===== src/rtl/execute_stage.sv =====
// EX stage of the 5-stage MIPS pipeline: forwarding, ALU, iterative multiplier.
// Produces the EX/MEM register and stalls upstream while a multiply is in flight.
module execute_stage #(
    parameter int unsigned MUL_STEPS = 32
) (
    input  logic         clk,
    input  logic         rst_n,
    input  logic [121:0] IDEXReg,
    input  logic [70:0]  MEMWBReg,
    output logic [74:0]  EXMEMReg,
    output logic         stall
);

    localparam int unsigned STEP_BITS = 32 / MUL_STEPS;
    localparam int unsigned CNT_W     = 6;

    localparam logic [3:0] ALU_AND = 4'b0000;
    localparam logic [3:0] ALU_OR  = 4'b0001;
    localparam logic [3:0] ALU_ADD = 4'b0010;
    localparam logic [3:0] ALU_SLL = 4'b0011;
    localparam logic [3:0] ALU_SUB = 4'b0110;
    localparam logic [3:0] ALU_SLT = 4'b0111;
    localparam logic [3:0] ALU_MUL = 4'b1000;
    localparam logic [3:0] ALU_NOR = 4'b1100;

    typedef enum logic [1:0] {IDLE, BUSY, DONE} state_t;

    state_t state, stateNext;

    // ID/EX field decode
    logic [31:0] readData1, readData2, signExtImm;
    logic [4:0]  rs, rt, rd;
    logic        regDst, aluSrc, valid;
    logic [3:0]  aluCtrl;
    logic [3:0]  ctrlBits;

    assign readData1  = IDEXReg[31:0];
    assign readData2  = IDEXReg[63:32];
    assign signExtImm = IDEXReg[95:64];
    assign rs         = IDEXReg[100:96];
    assign rt         = IDEXReg[105:101];
    assign rd         = IDEXReg[110:106];
    assign regDst     = IDEXReg[111];
    assign aluSrc     = IDEXReg[112];
    assign aluCtrl    = IDEXReg[116:113];
    assign ctrlBits   = {IDEXReg[120], IDEXReg[119], IDEXReg[118], IDEXReg[117]};
    assign valid      = IDEXReg[121];

    // Forwarding sources; loads in EX/MEM are excluded (hazard unit bubbles them)
    logic        exFwdOk, wbFwdOk;
    logic [31:0] wbValue;
    logic [31:0] fwdA, fwdRt, opB, aluResult;
    logic [4:0]  writeReg;

    assign exFwdOk = EXMEMReg[74] && !EXMEMReg[72] && (EXMEMReg[68:64] != 5'd0);
    assign wbFwdOk = MEMWBReg[37] && (MEMWBReg[36:32] != 5'd0);
    assign wbValue = MEMWBReg[70] ? MEMWBReg[31:0] : MEMWBReg[69:38];

    always_comb begin
        fwdA = readData1;
        if (exFwdOk && (EXMEMReg[68:64] == rs))
            fwdA = EXMEMReg[31:0];
        else if (wbFwdOk && (MEMWBReg[36:32] == rs))
            fwdA = wbValue;
    end

    always_comb begin
        fwdRt = readData2;
        if (exFwdOk && (EXMEMReg[68:64] == rt))
            fwdRt = EXMEMReg[31:0];
        else if (wbFwdOk && (MEMWBReg[36:32] == rt))
            fwdRt = wbValue;
    end

    assign opB      = aluSrc ? signExtImm : fwdRt;
    assign writeReg = regDst ? rd : rt;

    always_comb begin
        aluResult = 32'd0;
        case (aluCtrl)
            ALU_AND: aluResult = fwdA & opB;
            ALU_OR:  aluResult = fwdA | opB;
            ALU_ADD: aluResult = fwdA + opB;
            ALU_SUB: aluResult = fwdA - opB;
            ALU_NOR: aluResult = ~(fwdA | opB);
            ALU_SLT: aluResult = ($signed(fwdA) < $signed(opB)) ? 32'd1 : 32'd0;
            ALU_SLL: aluResult = opB << signExtImm[10:6];
            default: aluResult = 32'd0;
        endcase
    end

    // Multiplier operands and controls latched at issue
    logic [31:0]      mulAcc, mulMcand, mulMplier, mulPartial;
    logic [CNT_W-1:0] mulCnt;
    logic [4:0]       capReg;
    logic [31:0]      capWData;
    logic [3:0]       capCtrl;
    logic             mulStart, mulStep;
    logic             isMul;
    logic [74:0]      exmemNext;
    logic             stallRaw;

    assign isMul = valid && (aluCtrl == ALU_MUL);

    always_comb begin
        mulPartial = 32'd0;
        for (int j = 0; j < int'(STEP_BITS); j++) begin
            if (mulMplier[j])
                mulPartial = mulPartial + (mulMcand << j);
        end
    end

    always_comb begin
        stateNext = state;
        exmemNext = 75'd0;
        stallRaw  = 1'b0;
        mulStart  = 1'b0;
        mulStep   = 1'b0;
        case (state)
            IDLE: begin
                if (isMul) begin
                    stallRaw  = 1'b1;
                    mulStart  = 1'b1;
                    stateNext = BUSY;
                end else if (valid) begin
                    exmemNext = {ctrlBits, 2'b00, writeReg, fwdRt, aluResult};
                end
            end
            BUSY: begin
                stallRaw = 1'b1;
                mulStep  = 1'b1;
                if (mulCnt == CNT_W'(MUL_STEPS - 1))
                    stateNext = DONE;
            end
            DONE: begin
                exmemNext = {capCtrl, 2'b00, capReg, capWData, mulAcc};
                stateNext = IDLE;
            end
            default: stateNext = IDLE;
        endcase
    end

    // Held low during reset so upstream is never frozen by a stale MUL in ID/EX
    assign stall = stallRaw && rst_n;

    always_ff @(posedge clk or negedge rst_n) begin
        if (!rst_n)
            state <= IDLE;
        else
            state <= stateNext;
    end

    always_ff @(posedge clk or negedge rst_n) begin
        if (!rst_n)
            EXMEMReg <= 75'd0;
        else
            EXMEMReg <= exmemNext;
    end

    always_ff @(posedge clk or negedge rst_n) begin
        if (!rst_n) begin
            mulAcc    <= 32'd0;
            mulMcand  <= 32'd0;
            mulMplier <= 32'd0;
            mulCnt    <= CNT_W'(0);
            capReg    <= 5'd0;
            capWData  <= 32'd0;
            capCtrl   <= 4'd0;
        end else if (mulStart) begin
            mulAcc    <= 32'd0;
            mulMcand  <= fwdA;
            mulMplier <= opB;
            mulCnt    <= CNT_W'(0);
            capReg    <= writeReg;
            capWData  <= fwdRt;
            capCtrl   <= ctrlBits;
        end else if (mulStep) begin
            mulAcc    <= mulAcc + mulPartial;
            mulMcand  <= mulMcand << STEP_BITS;
            mulMplier <= mulMplier >> STEP_BITS;
            mulCnt    <= mulCnt + CNT_W'(1);
        end
    end

endmodule


===== config.mk =====
export PLATFORM = sky130hd
export DESIGN_NAME = execute_stage
export DESIGN_NICKNAME = d
export VERILOG_FILES = /design/src/rtl/execute_stage.sv
export SDC_FILE = /design/constraint.sdc
export NUM_CORES = 1
export LEC_CHECK = 0
export ABC_AREA = 1
export CAP_MARGIN = 25
export CORE_ASPECT_RATIO = 1.4
export CORE_MARGIN = 5
export CORE_UTILIZATION = 50
export DETAILED_ROUTE_END_ITERATION = 8
export PLACE_DENSITY = 0.83
export SLEW_MARGIN = 30
export SYNTH_ARGS = -nofsm -noshare
export SYNTH_HDL_FRONTEND = slang
export SYNTH_SLANG_ARGS = --single-unit

===== constraint.sdc =====
create_clock -name clk -period 9.44 [get_ports clk]
set_input_delay 0.944 -clock clk [delete_from_list [all_inputs] [get_ports clk]]
set_output_delay 0.944 -clock clk [all_outputs]
set_load 0.05 [all_outputs]

[After elaboration in Yosys (flattened, before gate mapping)]
Cells that the tools add are included.
Word-level totals
  bits of input ports: 195
  flip-flop bits (word level): 220
  logic and storage cells: 78
Cells by class
  order comparisons: 1
  $add $sub $neg: 4
  mux-type cells: 28
  shifts and indexed selects: 1
  bitwise gates (word level): 3
  eq/ne operators: 16
  reduce and logical (&&, ||, !) cells: 16
Operators with widths (count)
  $mux W32: 13
  $pmux W32 S7: 1
  $mux W75: 2
  $pmux W75 S2: 1
  $add A32 B32 Y32: 2
  $and A32 B32 Y32: 1
  $lt A32 B32 Y1: 1
  $not A32 Y32: 1
  $or A32 B32 Y32: 1
  $shl A32 B5 Y32: 1
  $sub A32 B32 Y32: 1
  $eq A5 B5 Y1: 4
  $mux W6: 2
  $reduce_bool A5 Y1: 2
  $logic_and A1 B1 Y1: 9
  $eq A4 B2 Y1 const B: 2
  $eq A4 B3 Y1 const B: 2
  $eq A4 B4 Y1 const B: 2
  $add A6 B1 Y6 const B: 1
  $eq A6 B5 Y1 const B: 1
  $mux W5: 1
  $eq A4 B1 Y1 const B: 1
  $logic_not A4 Y1: 1
  $mux W1: 4
  other kinds (10): 12

[Depth between registers and ports, before layout]
Gate-level depths: netlist of the first run.
  depth after elaboration: 12
  gate-level depth with buffers: 37

[Worst setup path after synthesis of the first run]
No wires, ideal clock.
  path type: input-to-reg
  start: input MEMWBReg[32]
  end: register EXMEMReg[24]
  stages: 33
  setup time: 117 ps
  path buffers: 1
  arrival: 4479 ps
  path slack: 4845 ps
  path through: xnor2_1 > nand3_1 > nor2_4 > nand2_4 > inv_1 > clkbuf_1 > nand2_1 > nand3_1 > o21ai_0 > inv_1 > ha_1 > inv_1 > fa_1 > inv_1 > nand2_1 > nand2_1 > a21oi_1 > o21ai_0 > nand2_1 > nand2_1 > nand2_1 > nand2_1 > a21oi_1 > nor2_1 > nand2_1 > nand2_1 > a21oi_1 > o21ai_0 > nand3_1 > nor2_1 > nand2_1 > nand2_1 > nand2_1
On the way
  longest elaborated chain between the ends: 12
  elaborated cells on any way between the ends: 21
  classes of those cells: 2 x add/sub; 2 x eq/ne; 1 x shift; 9 x mux; 3 x bitwise; 4 x reduce/logical
RTL lines
  start, declared: line 9  | input logic [70:0] MEMWBReg,
  parallel branches: the longest is 8 deep, another holds $sub A32 B32 Y32
  $pmux W32 S7 (*): line 80  | case (aluCtrl)
  $mux W75 (*): line 125  | end else if (valid) begin
  $mux W75 (*): line 121  | if (isMul) begin
  $pmux W75 S2 (*): line 119  | case (state)
  via exmemNext[24]: line 100  | logic [74:0] exmemNext;
  end signal, assigned: line 157  | EXMEMReg <= exmemNext;
  end, declared: line 10  | output logic [74:0] EXMEMReg,
Mark *: on every way through the listed nets, which the timed path passes.
A chain may end at the register's enable or synchronous reset.

[Worst setup path in the final report of the first run]
  start: input MEMWBReg[32]
  end: register EXMEMReg[30]
Same word-level chain as after synthesis.

==> metrics.md, run 1 <==
| Metric | Value |
|---|---|
| Number of global-route vias before repair | `about 21000` |
| R2R setup slack | `roughly 4300 ps` |
| Fillers | `3793` |
| Unrepaired setup endpoints after global routing | `no` |
| Post-synth cell types | `64` |
| Most frequent CP cell | `nand2_1` |
| Ys flop type | `dfrtp_1` |
| Warnings from Yosys | `0` |
| ANT nets after route | `0` |
| Worst Setup EP | `EXMEMReg[30]` |
| Register area | `around 5500 um2` |
| Skew final | `around 22 ps` |
| Critical R2R Launch | `EXMEMReg[66]` |
| Placer congestion estimate | `between 1 and 1.5` |
| EDFF count, synth | `0` |
| DIE WIDTH | `roughly 180 um` |
| Largest family of logic cells by synthesized area | `simple AND/OR/NAND/NOR gates` |
| Status | `finished clean` |
| Worst path max stage delay | `around 590 ps` |
| Core Rows | `87` |
| Area growth, synth to finish | `19.4%` |
| Final Max Tran Viols | `0` |
| TritonCTS clock tree | `yes` |
| Worst-path clk slew | `~70 ps` |
| Initial DRC count | `2533` |
| CP endpoint kind | `flop` |
| Io pins | `approximately 270` |
| Clk sinks | `around 220` |
| Synth Instances | `roughly 3100` |
| Crit-path max FO | `41` |
| Count leader, synth | `nand2_1` |
| Crit path from | `MEMWBReg[32]` |
| Post-Route WL | `approximately 80000 um` |
| Largest net degree at the start of global routing | `approximately 100` |
| Largest area contributor in the netlist | `dfrtp_1` |
| Pwr dens | `around 110 nW/um2` |
| Initial antenna violation count | `2` |
| Hpwl dp | `between 60000 and 70000 um` |
| DIE HEIGHT | `~250 um` |
| IO Port Bufs | `~270` |
| Layout cells sized above 1 | `between 6 and 7%` |
| Commonest cells in the netlist | `881 x nand2_1, 382 x inv_1, 298 x nand3_1` |
| FF-to-FF End | `EXMEMReg[29]` |
| Final worst path period share | `59.3%` |
| Mean Syn Cell Area | `6.44 um2` |
| GRT Util Overall | `about a third` |
| Cts-stage hold buffer count | `0` |
| Maxcap violations | `0` |
| Nets | `between 3000 and 4000` |
| Slowest cell on crit path | `clkdlybuf4s50_1` |
| Avg WL per Cell | `20.1 um` |
| Multi-input gate area | `12500 um2` |
| Final hold vios | `0` |
| CP required | `between 9000 and 10000 ps` |
| CTS max path bufs | `3` |
| Register bit total from synthesis | `between 200 and 250` |
| Netlist Area Pre-Place | `a little over 20000 um2` |
| Critical path type | `primary input to flop` |
| Skew-Pair Late Insertion Delay | `approximately 560 ps` |
| HP Class | `primary input to async pin` |
| Leakage Power | `roughly 0.012 uW` |
| Final setup violation count | `0` |
| Share of the synthesized area in the top cell type | `27.1%` |
| R2R cell count | `28` |
| Post-Synth Simple-Gate Area | `31.8%` |
| Vias per Instance | `roughly 5.8` |
| Setup TNS | `0 ps` |
| Detailed-route via count | `22400` |
| Compound-gate portion of the synthesized area | `between 10% and 20%` |
| CTS buffer count | `25` |
| Crit start category | `primary input` |
| Remaining DRCs | `0` |
| Post-CTS Setup Inserts | `0` |
| Multiplexer area fraction after synthesis | `0.901%` |
| DRT Pass-1 Iters | `6` |
| Seq/Total Area, Yosys | `a little over a quarter` |
| Max rail drop VDD | `0.000117 V` |
| Initial Util | `between 50% and 60%` |
| Synth Area in Adders | `roughly 8.3%` |
| Area contributors post-synth | `dfrtp_1 27%, nand2_1 16%, ha_1 8.0%` |
| Die area | `44400 um2` |
| Post-cts sizing count | `0` |
| Async SR Flop Fraction | `100%` |
| Root buffer cell | `clkbuf_16` |
| Critical path arrival | `6040 ps` |
| Worst Tran Pin Value | `between 900 and 1000 ps` |
| First-pass GRT wire length | `between 100000 and 150000 um` |
| Core area | `around 40000 um2` |
| Relative slew slack | `between 30% and 40%` |
| Hold Worst Slack | `between 300 and 400 ps` |
| Fin crit period | `5600 ps` |
| Max Fclk | `approximately 180 MHz` |
| H-tree depth | `1` |
| Xor/xnor share of the synthesized area | `around 1.3%` |
| Gr ovfl total | `0` |
## routing by layer
metal	vias to the layer above	GRT usage, %	share of wire [%]
li1	10600	-	-
met1	10400	43.1	39
met2	1187	55.9	46
met3	196	4.43	9.6
met4	0	16.1	5.5
met5	-	0	0
## registers in the layout, indices dropped and copies added (netlist names)
name and count:
EXMEMReg 73, capWData 32, mulAcc 32, mulMcand 32, mulMplier 32, mulCnt 6
capReg 5, capCtrl 4, state 2
## critical path, delay by kind of cell
| kind | cells | cell delay (ps) |
|---|---|---|
| adder cells (fa/ha/maj) | 2 | 690 |
| buffers and inverters | 6 | 1340 |
| AO/OA/AOI/OAI | 4 | 770 |
| XOR/XNOR | 2 | 320 |
| AND/OR/NAND/NOR | 19 | 1960 |
## power by group
group          internal (uW)  switching, uW
combinational            261            495
sequential               934              0
clock                    610            444
## layout by cell type, fill, tap and decap left out, types with 9 or more instances in the layout
master             n
a21oi_1          167
buf_4             35
nand2_2           34
o221ai_1          27
nor3_1            17
mux2i_1           17
clkbuf_16         25
ha_1             128
dfrtp_1          218
a221oi_1          24
or2_2              9
nand3_1          298
o21a_1             9
o211ai_1          59
inv_1            381
o22ai_1           21
nand4_1           14
o21ai_1           21
nand2_1          879
nand3_2           19
o21ai_0          296
inv_2             31
clkdlybuf4s50_1  266
xnor2_1           10
xor2_1            20
nor2_1           186
## cell families after synthesis
| logic type | after synthesis |
|---|---|
| and+or+nand+nor | 1490 |
| AOI/OAI and AO/OA | 676 |
| buffers and inverters | 562 |
| DFF | 218 |
| adders and majority gates | 131 |
| xor gates and xnor gates | 30 |
| muxes | 18 |
| other | 1 |
## cell type report
| cell class | count | area share, % |
|---|---|---|
| repair buffers | 304 | 12.3 |
| diodes | 2 | 0.0208 |
| well taps | 534 | 2.78 |
| flip-flops and latches | 218 | 22.7 |
| clock inverters | 16 | 0.895 |
| multi-input cells | 2347 | 52.1 |
| inverters | 419 | 6.55 |
| clock buffers | 29 | 2.71 |
## stage by stage
step / instance area (um2) / setup WS, ps / utilization (%) / cells / total power (uW)
after floorplan: 20100 / 4840 / - / 3127 / 1410
after global placement: 23200 / 3310 / 57.8 / 3822 / 1680
after detailed placement: 23200 / 3260 / 57.8 / 3822 / 1680
after CTS: 24000 / 3810 / 60.0 / 3867 / 2730
after global routing: 24100 / 3300 / 60.0 / 3869 / 2850
final: 24100 / 3840 / 60.0 / 3869 / 2740
## how the worst min path moves through the flow
stage                              end  slack (ps)  cells after the start
after floorplan           EXMEMReg[31]         450                      2
after global placement    EXMEMReg[48]         460                      2
after detailed placement  EXMEMReg[42]         470                      2
after CTS                    mulCnt[3]         410                      1
after global routing         mulCnt[3]         450                      1
final                        mulCnt[3]         360                      1
Power figures use the tool's default switching activity.
==> run 2, diff against run 1 <==
==> constraint.sdc (replaced) <==
create_clock -name clk -period 5.3 [get_ports clk]
set_input_delay 0.53 -clock clk [delete_from_list [all_inputs] [get_ports clk]]
set_output_delay 0.53 -clock clk [all_outputs]
set_load 0.05 [all_outputs]
==> metrics.md, run 2 (synthesized netlist as in run 1, its figures left out) <==
| Metric | Value |
|---|---|
| Status | `finished clean (unchanged)` |
| Detailed-route via count | `22700 (was 22400)` |
| Gr ovfl total | `0 (unchanged)` |
| GR Util met3 | `5.59% (was 4.43%)` |
| Initial antenna violation count | `0 (was 2)` |
| Slowest cell on crit path | `clkdlybuf4s50_1 (unchanged)` |
| Post-Layout Inst Area | `24400 um2 (was 24100 um2)` |
| Skew final | `16.0 ps (was 21.7 ps)` |
| Pre-CTS WS | `109 ps (was 3260 ps)` |
| H-tree depth | `1 (unchanged)` |
| Leakage Power | `0.0123 uW (was 0.0121 uW)` |
| Maxcap violations | `0 (unchanged)` |
| R2R cell count | `31 (was 28)` |
| Post-Route WL | `82000 um (was 77800 um)` |
| Biggest register | `EXMEMReg (unchanged)` |
| Unrepaired setup endpoints after global routing | `no (unchanged)` |
| GRT Util Overall | `35.3% (was 33.5%)` |
| Crit path from | `MEMWBReg[32] (unchanged)` |
| HP Class | `flop to flop (was primary input to async pin)` |
| Max reg flops | `73 (unchanged)` |
| Critical path type | `primary input to flop (unchanged)` |
| Worst-path clk slew | `60 ps (was 70 ps)` |
| Initial DRC count | `2291 (was 2533)` |
| Max rail drop VDD | `0.000210 V (was 0.000117 V)` |
| Layout cells sized above 1 | `7.64% (was 6.33%)` |
| Most common cell after layout, fill and taps aside | `nand2_1 (unchanged)` |
| Avg WL per Cell | `21.0 um (was 20.1 um)` |
| Min-delay src | `capCtrl[0]` |
| Crit start category | `primary input (unchanged)` |
| Final hold vios | `0 (unchanged)` |
| CP required | `5740 ps (was 9880 ps)` |
| Global route hottest layer | `met2 (unchanged)` |
| CTS max path bufs | `3 (unchanged)` |
| CP endpoint kind | `flop (unchanged)` |
| DIE HEIGHT | `247 um (unchanged)` |
| Io pins | `271 (unchanged)` |
| DIE WIDTH | `180 um (unchanged)` |
| Most frequent cells in the layout | `879 x nand2_1, 381 x inv_1, 298 x nand3_1, 296 x o21ai_0, 265 x clkdlybuf4s50_1 (was 879 x nand2_1, 381 x inv_1, 298 x nand3_1, 296 x o21ai_0, 266 x clkdlybuf4s50_1)` |
| Max Fclk | `208 MHz` |
| IO Port Bufs | `268 (unchanged)` |
| Hpwl dp | `65400 um (was 61400 um)` |
| ANT nets after route | `0 (unchanged)` |
| Final setup margin | `504 ps (was 3840 ps)` |
| Hold Worst Slack | `482 ps (was 359 ps)` |
| Worst Tran Pin Value | `982 ps (was 978 ps)` |
| Crit-path max FO | `7 (was 41)` |
| First-pass GRT wire length | `124000 um (was 119000 um)` |
| Post-route core utilization | `60.9% (was 60.0%)` |
| Most frequent CP cell | `nand2_1 (unchanged)` |
| Clk sinks | `218 (unchanged)` |
| Skew-Pair Late Insertion Delay | `560 ps (about the same)` |
| TritonCTS clock tree | `yes (unchanged)` |
| WHS Path Cells | `2` |
| R2R setup slack | `660 ps (was 4340 ps)` |
| Core Rows | `87 (unchanged)` |
| Setup TNS | `0 ps (unchanged)` |
| Final Max Tran Viols | `0 (unchanged)` |
| Final worst path period share | `approximately nine tenths` |
| DRT Pass-1 Iters | `6 (unchanged)` |
| Relative slew slack | `33.8% (was 34.1%)` |
| Root buffer cell | `clkbuf_16 (unchanged)` |
| Worst path max stage delay | `580 ps (was 590 ps)` |
| Placer congestion estimate | `1.09 (was 1.03)` |
| Die area | `44400 um2 (unchanged)` |
| Core area | `40100 um2 (unchanged)` |
| Fillers | `3891 (was 3793)` |
| Remaining DRCs | `0 (unchanged)` |
| Final setup violation count | `0 (unchanged)` |
| Fin crit period | `4800 ps` |
| Cell Area, Placed | `23600 um2 (was 23200 um2)` |
| Hold Crit Endpoint | `EXMEMReg[71]` |
| Met2 Use GR | `58.3% (was 55.9%)` |
| Critical R2R Launch | `EXMEMReg[66] (unchanged)` |
| FF-to-FF End | `EXMEMReg[24] (was EXMEMReg[29])` |
| Pwr dens | `198 nW/um2 (was 114 nW/um2)` |
| Largest net degree at the start of global routing | `151 (was 98)` |
| Initial Util | `50.3% (unchanged)` |
| Number of global-route vias before repair | `21400 (was 21100)` |
| CTS buffer count | `25 (unchanged)` |
| GR Util met1 | `46.4% (was 43.1%)` |
| Vias per Instance | `5.81 (was 5.79)` |
| Nets | `3687 (was 3641)` |
| Diodes inserted | `0 (was 2)` |
| Critical path arrival | `5240 ps (was 6040 ps)` |
| Area growth, synth to finish | `21.1% (was 19.4%)` |
==> run 2: cell count changes in the layout (fill, tap and decap cells not counted), moves of 3 or more <==
cell       before  now
buf_4          35   77
clkinv_4        0    3
buf_12          0    5
clkbuf_8        1    4
bufinv_16       4    1
clkinv_2        4    7
clkbuf_1        3    0
==> run 2: what timing repair did <==
action,CTS,global route
endpoints found under the hold margin,22,0
gates resized for setup,0,0
setup buffers,0,0
hold buffers,1,0
==> run 2: critical path, delay by kind of cell <==
kind	cells	cell delay, ps
AND/OR/NAND/NOR	19	2030
AO/OA/AOI/OAI	6	860
buffers and inverters	5	990
adder cells (fa/ha/maj)	2	670
XOR/XNOR	1	150
==> run 2: worst max-delay path by stage <==
stage / end / slack (ps) / cells after the start
final: EXMEMReg[24] / 500 / 33
after global routing: EXMEMReg[24] / 280 / 35
after CTS: EXMEMReg[24] / 680 / 33
after detailed placement: EXMEMReg[24] / 110 / 33
after global placement: EXMEMReg[24] / 170 / 33
after floorplan: EXMEMReg[24] / 980 / 33
==> run 2: power breakdown <==
group	internal [uW]	leakage (uW)	switching [uW]
combinational	500	0.00890	926
sequential	1660	0.00297	0
clock	973	0.000396	777
total	3140	0.0123	1700
==> run 2: final cells by class <==
type,count,area (um2),share of cell area [%]
Tap cell,534,668,2.74
Multi-Input combinational cell,2347,12500,51.3
Inverter,419,1580,6.46
Clock buffer,29,681,2.79
Clock inverter,16,130,0.534
Timing Repair Buffer,350,3360,13.8
Sequential cell,218,5460,22.4
==> run 2: metal layers <==
metal	vias to the layer above	routed length, um
li1	10700	-
met3	203	7240
met4	0	3960
met1	10600	33400
met2	1228	37400
met5	-	0
==> run 2: through the flow <==
stage / power, uW / instances
after floorplan: 2510 / 3127
final: 4840 / 3913
after global routing: 5030 / 3913
after global placement: 3080 / 3867
after detailed placement: 3070 / 3867
after CTS: 4820 / 3913
